### config.mk
export PLATFORM = sky130hd
export DESIGN_NAME = compare_arbiter
export DESIGN_NICKNAME = d
export VERILOG_FILES = /design/src/rtl/compare_arbiter.sv
export SDC_FILE = /design/constraint.sdc
export NUM_CORES = 1
export LEC_CHECK = 0
export ABC_CLOCK_PERIOD_IN_PS = 4000
export CAP_MARGIN = 15
export CORE_ASPECT_RATIO = 0.75
export CORE_MARGIN = 1
export CORE_UTILIZATION = 46
export CTS_CLUSTER_DIAMETER = 80
export CTS_CLUSTER_SIZE = 40
export DETAILED_ROUTE_END_ITERATION = 7
export MAX_ROUTING_LAYER = met4
export PLACE_DENSITY = 0.81
export SLEW_MARGIN = 5
export SYNTH_ARGS = -nofsm -noshare
export SYNTH_HDL_FRONTEND = slang
export SYNTH_SLANG_ARGS = --single-unit
### constraint.sdc
create_clock -name clk -period 4 [get_ports clk]
set_clock_uncertainty 0.2 [all_clocks]
set_input_delay 0.8 -clock clk [delete_from_list [all_inputs] [get_ports clk]]
set_output_delay 0.8 -clock clk [all_outputs]
set_load 0.05 [all_outputs]
### src/rtl/compare_arbiter.sv
// -----------------------------------------------------------------------------
// compare_arbiter
//   Shares one signed magnitude comparator (Compare) between two requesters.
//   Requests are arbitrated round-robin, operands are latched on acceptance,
//   the comparator runs for exactly one cycle and the registered result
//   {more, equal, less} is returned through a valid/ready response handshake.
//
//   Optional feature macro: CMP_UNSIGNED_EN
//     When defined, adds req0_unsigned / req1_unsigned. A latched 1 selects an
//     unsigned compare by flipping both operand MSBs before Compare.
//
// Ports:
//   clk, rst_n                  clock, asynchronous active-low reset
//   req{0,1}_valid/ready        request handshake (ready is combinational)
//   req{0,1}_a, req{0,1}_b      operands
//   req{0,1}_unsigned           unsigned select (CMP_UNSIGNED_EN only)
//   rsp{0,1}_valid/ready        response handshake
//   rsp_flags                   shared result {a>b, a==b, a<b}
//   busy                        FSM is in CMP or RESP
//   cmp_count                   completed response handshakes (wraps)
// -----------------------------------------------------------------------------

// Signed magnitude comparator shared by the arbiter.
module Compare #(
  parameter int WIDTH = 32
) (
  input  logic [WIDTH-1:0] a,
  input  logic [WIDTH-1:0] b,
  output logic             more,
  output logic             equal,
  output logic             less
);
  assign more  = $signed(a) >  $signed(b);
  assign equal = a == b;
  assign less  = $signed(a) <  $signed(b);
endmodule

module compare_arbiter #(
  parameter int DATA_WIDTH = 32,
  parameter int CNT_WIDTH  = 16
) (
  input  logic                  clk,
  input  logic                  rst_n,
  input  logic                  req0_valid,
  output logic                  req0_ready,
  input  logic [DATA_WIDTH-1:0] req0_a,
  input  logic [DATA_WIDTH-1:0] req0_b,
  input  logic                  req1_valid,
  output logic                  req1_ready,
  input  logic [DATA_WIDTH-1:0] req1_a,
  input  logic [DATA_WIDTH-1:0] req1_b,
`ifdef CMP_UNSIGNED_EN
  input  logic                  req0_unsigned,
  input  logic                  req1_unsigned,
`endif
  output logic                  rsp0_valid,
  input  logic                  rsp0_ready,
  output logic                  rsp1_valid,
  input  logic                  rsp1_ready,
  output logic [2:0]            rsp_flags,
  output logic                  busy,
  output logic [CNT_WIDTH-1:0]  cmp_count
);

  typedef enum logic [1:0] {
    IDLE = 2'd0,
    CMP  = 2'd1,
    RESP = 2'd2
  } state_t;

  state_t                state;
  logic                  rr_ptr;    // preferred id when both request
  logic                  grant_id;  // id being served
  logic [DATA_WIDTH-1:0] a_q;
  logic [DATA_WIDTH-1:0] b_q;
  logic                  winner;
  logic                  accept;
  logic                  rsp_hs;
  logic                  cmp_more;
  logic                  cmp_equal;
  logic                  cmp_less;
  logic [DATA_WIDTH-1:0] cmp_a;
  logic [DATA_WIDTH-1:0] cmp_b;

  // Arbitration: a lone requester always wins, otherwise rr_ptr decides.
  // NOTE: every output of an always_comb gets a default first so no path
  // leaves it unassigned, which would infer a latch.
  always_comb begin
    winner     = 1'b0;
    req0_ready = 1'b0;
    req1_ready = 1'b0;
    if (req0_valid && req1_valid) begin
      winner = rr_ptr;
    end else begin
      winner = req1_valid;
    end
    if (rst_n && state == IDLE) begin
      req0_ready = req0_valid && !winner;
      req1_ready = req1_valid &&  winner;
    end
  end

  assign accept = req0_ready || req1_ready;
  assign rsp_hs = (rsp0_valid && rsp0_ready) || (rsp1_valid && rsp1_ready);

`ifdef CMP_UNSIGNED_EN
  logic uns_q;

  // Flipping both MSBs maps unsigned ordering onto signed ordering.
  assign cmp_a = {a_q[DATA_WIDTH-1] ^ uns_q, a_q[DATA_WIDTH-2:0]};
  assign cmp_b = {b_q[DATA_WIDTH-1] ^ uns_q, b_q[DATA_WIDTH-2:0]};
`else
  assign cmp_a = a_q;
  assign cmp_b = b_q;
`endif

  Compare #(
    .WIDTH (DATA_WIDTH)
  ) u_compare (
    .a     (cmp_a),
    .b     (cmp_b),
    .more  (cmp_more),
    .equal (cmp_equal),
    .less  (cmp_less)
  );

  // Operand registers are only consumed after an acceptance has loaded them.
  // NOTE: pure datapath registers are deliberately left without reset; the
  // control state guarantees they are written before they are read.
  always_ff @(posedge clk) begin
    if (accept) begin
      a_q <= winner ? req1_a : req0_a;
      b_q <= winner ? req1_b : req0_b;
`ifdef CMP_UNSIGNED_EN
      uns_q <= winner ? req1_unsigned : req0_unsigned;
`endif
    end
  end

  // Control FSM with registered outputs.
  // NOTE: sequential state uses non-blocking assignments so every register
  // samples pre-edge values regardless of statement order.
  always_ff @(posedge clk or negedge rst_n) begin
    if (!rst_n) begin
      state      <= IDLE;
      rr_ptr     <= 1'b0;
      grant_id   <= 1'b0;
      rsp0_valid <= 1'b0;
      rsp1_valid <= 1'b0;
      rsp_flags  <= 3'b000;
      busy       <= 1'b0;
      cmp_count  <= '0;
    end else begin
      case (state)
        IDLE: begin
          if (accept) begin
            grant_id <= winner;
            busy     <= 1'b1;
            state    <= CMP;
          end
        end
        CMP: begin
          rsp_flags  <= {cmp_more, cmp_equal, cmp_less};
          rsp0_valid <= !grant_id;
          rsp1_valid <=  grant_id;
          state      <= RESP;
        end
        RESP: begin
          // Only the granted id's ready matters; rspN_valid is 0 otherwise.
          if (rsp_hs) begin
            rsp0_valid <= 1'b0;
            rsp1_valid <= 1'b0;
            busy       <= 1'b0;
            rr_ptr     <= !grant_id;
            cmp_count  <= cmp_count + CNT_WIDTH'(1);
            state      <= IDLE;
          end
        end
        default: begin
          state <= IDLE;
        end
      endcase
    end
  end

endmodule
==> impl_metrics.toml <==
[grt]
grt_max_degree = 66
first_global_vias = 3248
grt_overflow = 0
grt_pass1_wl_um = 14700
track_usage = 0.189
grt_antenna_before_repair = 0

[routing]
dr.pass1.iters = 4
drt_iter0_drc = 121
drc_errors = 0
via_per_inst = 4.97
wl_per_cell_um = 14.0
vias = 3214
wl_um = 9090
antenna_left = 0

[pwr]
seqPwrFrac = 0.416
combPwrFrac = 0.310
power_leakage_nw = 2.66
p_total_mw = 3.11
powerDensity_nw_per_um2 = 465
ir_worst_vdd_v = 0.000252
p_switching_mw = 0.928
p_sw_frac = 0.298
clockPowerShare = 0.273
internal_power_mw = 2.18

[timing]
fmax_mhz = 306
final_hold_viol_count = 0
max_slew_margin = 0.471
fin_tns_setup_ps = 0
finalSetupViolCount = 0
finalCritPeriodShare = 0.818
min_period_ps = 3270
rsz0062_at_grt = "no"
worstMarginPinSlew_ps = 793
slew_violations = 0

[placed_design]
place_hpwl_um = 6820
gp_routability_congestion = 0.751
portBuffers = 157
dp_cells = 631
placed_area_um2 = 6380

[final_layout]
final_util = 0.690
multi_input_area_um2 = 1870
syn_to_final_growth_pct = 45.2
seq_area_um2 = 2570
final_common_cell = "clkdlybuf4s50_1"
fillers = 717
diodes = 0
final_cell_mix = "clkdlybuf4s50_1 (155), mux2_2 (65), edfxtp_1 (64)"
finalInstanceArea_um2 = 6690
fin_nets = 677
stdcell_count = 647
drive_gt1_frac = 0.183

[die]
dieHeight_um = 88.7
start_util = 0.475
core_um2 = 9700
row_count = 31
fp.dieW_um = 118
die_area_um2 = 10400
boundaryPins = 158

[worst_setup_path]
cp_num_buf_inv = 2
worstSetupStartpointType = "input pin"
r2r_slack_ps = 1510
worstPathCellList = "clkdlybuf4s50_1, nor3b_1, nor2b_1, buf_12"
crit_family = "simple AND/OR/NAND/NOR gates"
required_ps = 3000
arrival_ps = 2270
critPathMaxStageDelay_ps = 500
slowest_stage = "clkdlybuf4s50_1"
crit_fanout = 5
worst-setup-path-type = "in2out"
crit_path_end_kind = "output port"

[clocking]
cts_tree = "yes"
post-cts-setup-buffers = 0
clkTransAtPathRegs_ps = 60
hold_buffers = 0
clk_path_buf_depth = 2
htree_levels = 3
clk_latency_ps = 330
cts_root_buf = "clkbuf_16"
clock_sinks = 90
cts_resized = 0
cts_made_buffers = 9

[yosys]
synth-edff-count = 64
synth_compound_area_frac = 0.0527
synth_seq_cells = 90
synth.distinct_cells = 38
synth_top_cell_by_area = "edfxtp_1"
synth_top_area_frac = 0.417
synth-xor-area-share = 0.0285
ys_top_cells_by_area = "edfxtp_1 (42%), mux2_2 (16%), dfrtp_1 (14%)"
synthAdderAreaFrac = 0.0896
synthSimpleGateAreaFrac = 0.0728
ys_seq_area_frac = 0.559
synth_area_per_cell_um2 = 13.3
ys_warn_count = 0
muxShareOfSynthArea = 0.159
synth_async_sr_flop_share = 0.289
synth_top_family_by_area = "multiplexers"
synthFlopType = "edfxtp_1"
syn_nets = 514
syn_area_um2 = 4610
synth_cells = 347

[min_path]
hp-class = "reg2reg"

[run_status]
outcome = "finished, final reports clean"

[run]
maxCapViolations = 0
[path summary, 6_finish.rpt]
path | startpoint | end | depth (start not counted)
setup reg to reg | a_q[31] | rsp_flags[2] | 7
min in group asynchronous | rst_n | cmp_count[13] | 2
setup / recovery | rst_n | req1_ready | 4
hold reg to reg | cmp_count[15] | cmp_count[15] | 1
hold / removal | cmp_count[15] | cmp_count[15] | 1
max in group asynchronous | rst_n | rsp_flags[1] | 2
[state kept, by name (all words and copies together), names as in the netlist]
signal      flops
b_q            32
rr_ptr          1
rsp1_valid      1
grant_id        1
state           2
busy            1
rsp0_valid      1
cmp_count      16
a_q            32
rsp_flags       3
[cell usage after synthesis, types with 6 or more instances]
cell type,instances
a21oi_1,12
buf_2,8
dfrtp_1,26
edfxtp_1,64
ha_1,33
inv_1,36
mux2_2,65
nand2_1,17
nand3_1,8
nand4_1,12
nor2_1,6
xnor2_1,13
[layer usage]
layer | vias up | global-route usage | wire length, um
li1 | 1598 | - | -
met1 | 1487 | 0.227 | 4100
met2 | 122 | 0.327 | 4450
met3 | 7 | 0.0399 | 461
met4 | 0 | 0.0536 | 80
met5 | - | - | 0
[power groups by stage]
stage / sequential [mW] / combinational, mW / clock, mW
floorplan: 1.44 / 0.467 / 0
global placement: 1.31 / 0.942 / 0
detailed placement: 1.31 / 0.965 / 0
CTS: 1.30 / 0.974 / 0.863
global route: 1.31 / 1.05 / 0.903
finish: 1.30 / 0.965 / 0.850
[cell families (layout without fill, tap and decap cells)]
kind of cell,Yosys count,count (layout)
flops,90,90
mux,65,65
simple gates,62,62
compound gates,37,37
buf+inv,45,213
xor+xnor,15,15
fa+ha+maj,33,33
[through the flow]
stage          worst slack, ps  hold slack, ps
2_1_floorplan              678             239
3_3_place_gp               752             258
3_5_place_dp               726             265
4_1_cts                    717             279
5_1_grt                    667             293
6_report                   728             271
[final cells by class]
class / instances / area share
sequential: 90 / 0.385
multi-input combinational: 212 / 0.280
timing repair buffer: 161 / 0.244
clock buffer: 11 / 0.0369
tap: 132 / 0.0247
inverter: 36 / 0.0202
clock inverter: 5 / 0.00898
[worst reg2reg max path: stages (launching register included)]
cell	delay [ps]
edfxtp_1	370
ha_1	380
nand4_1	210
nor4_1	560
nand2_1	160
and4b_1	230
a22oi_1	170
nand3_1	100
(Power assumes the default switching activity.)
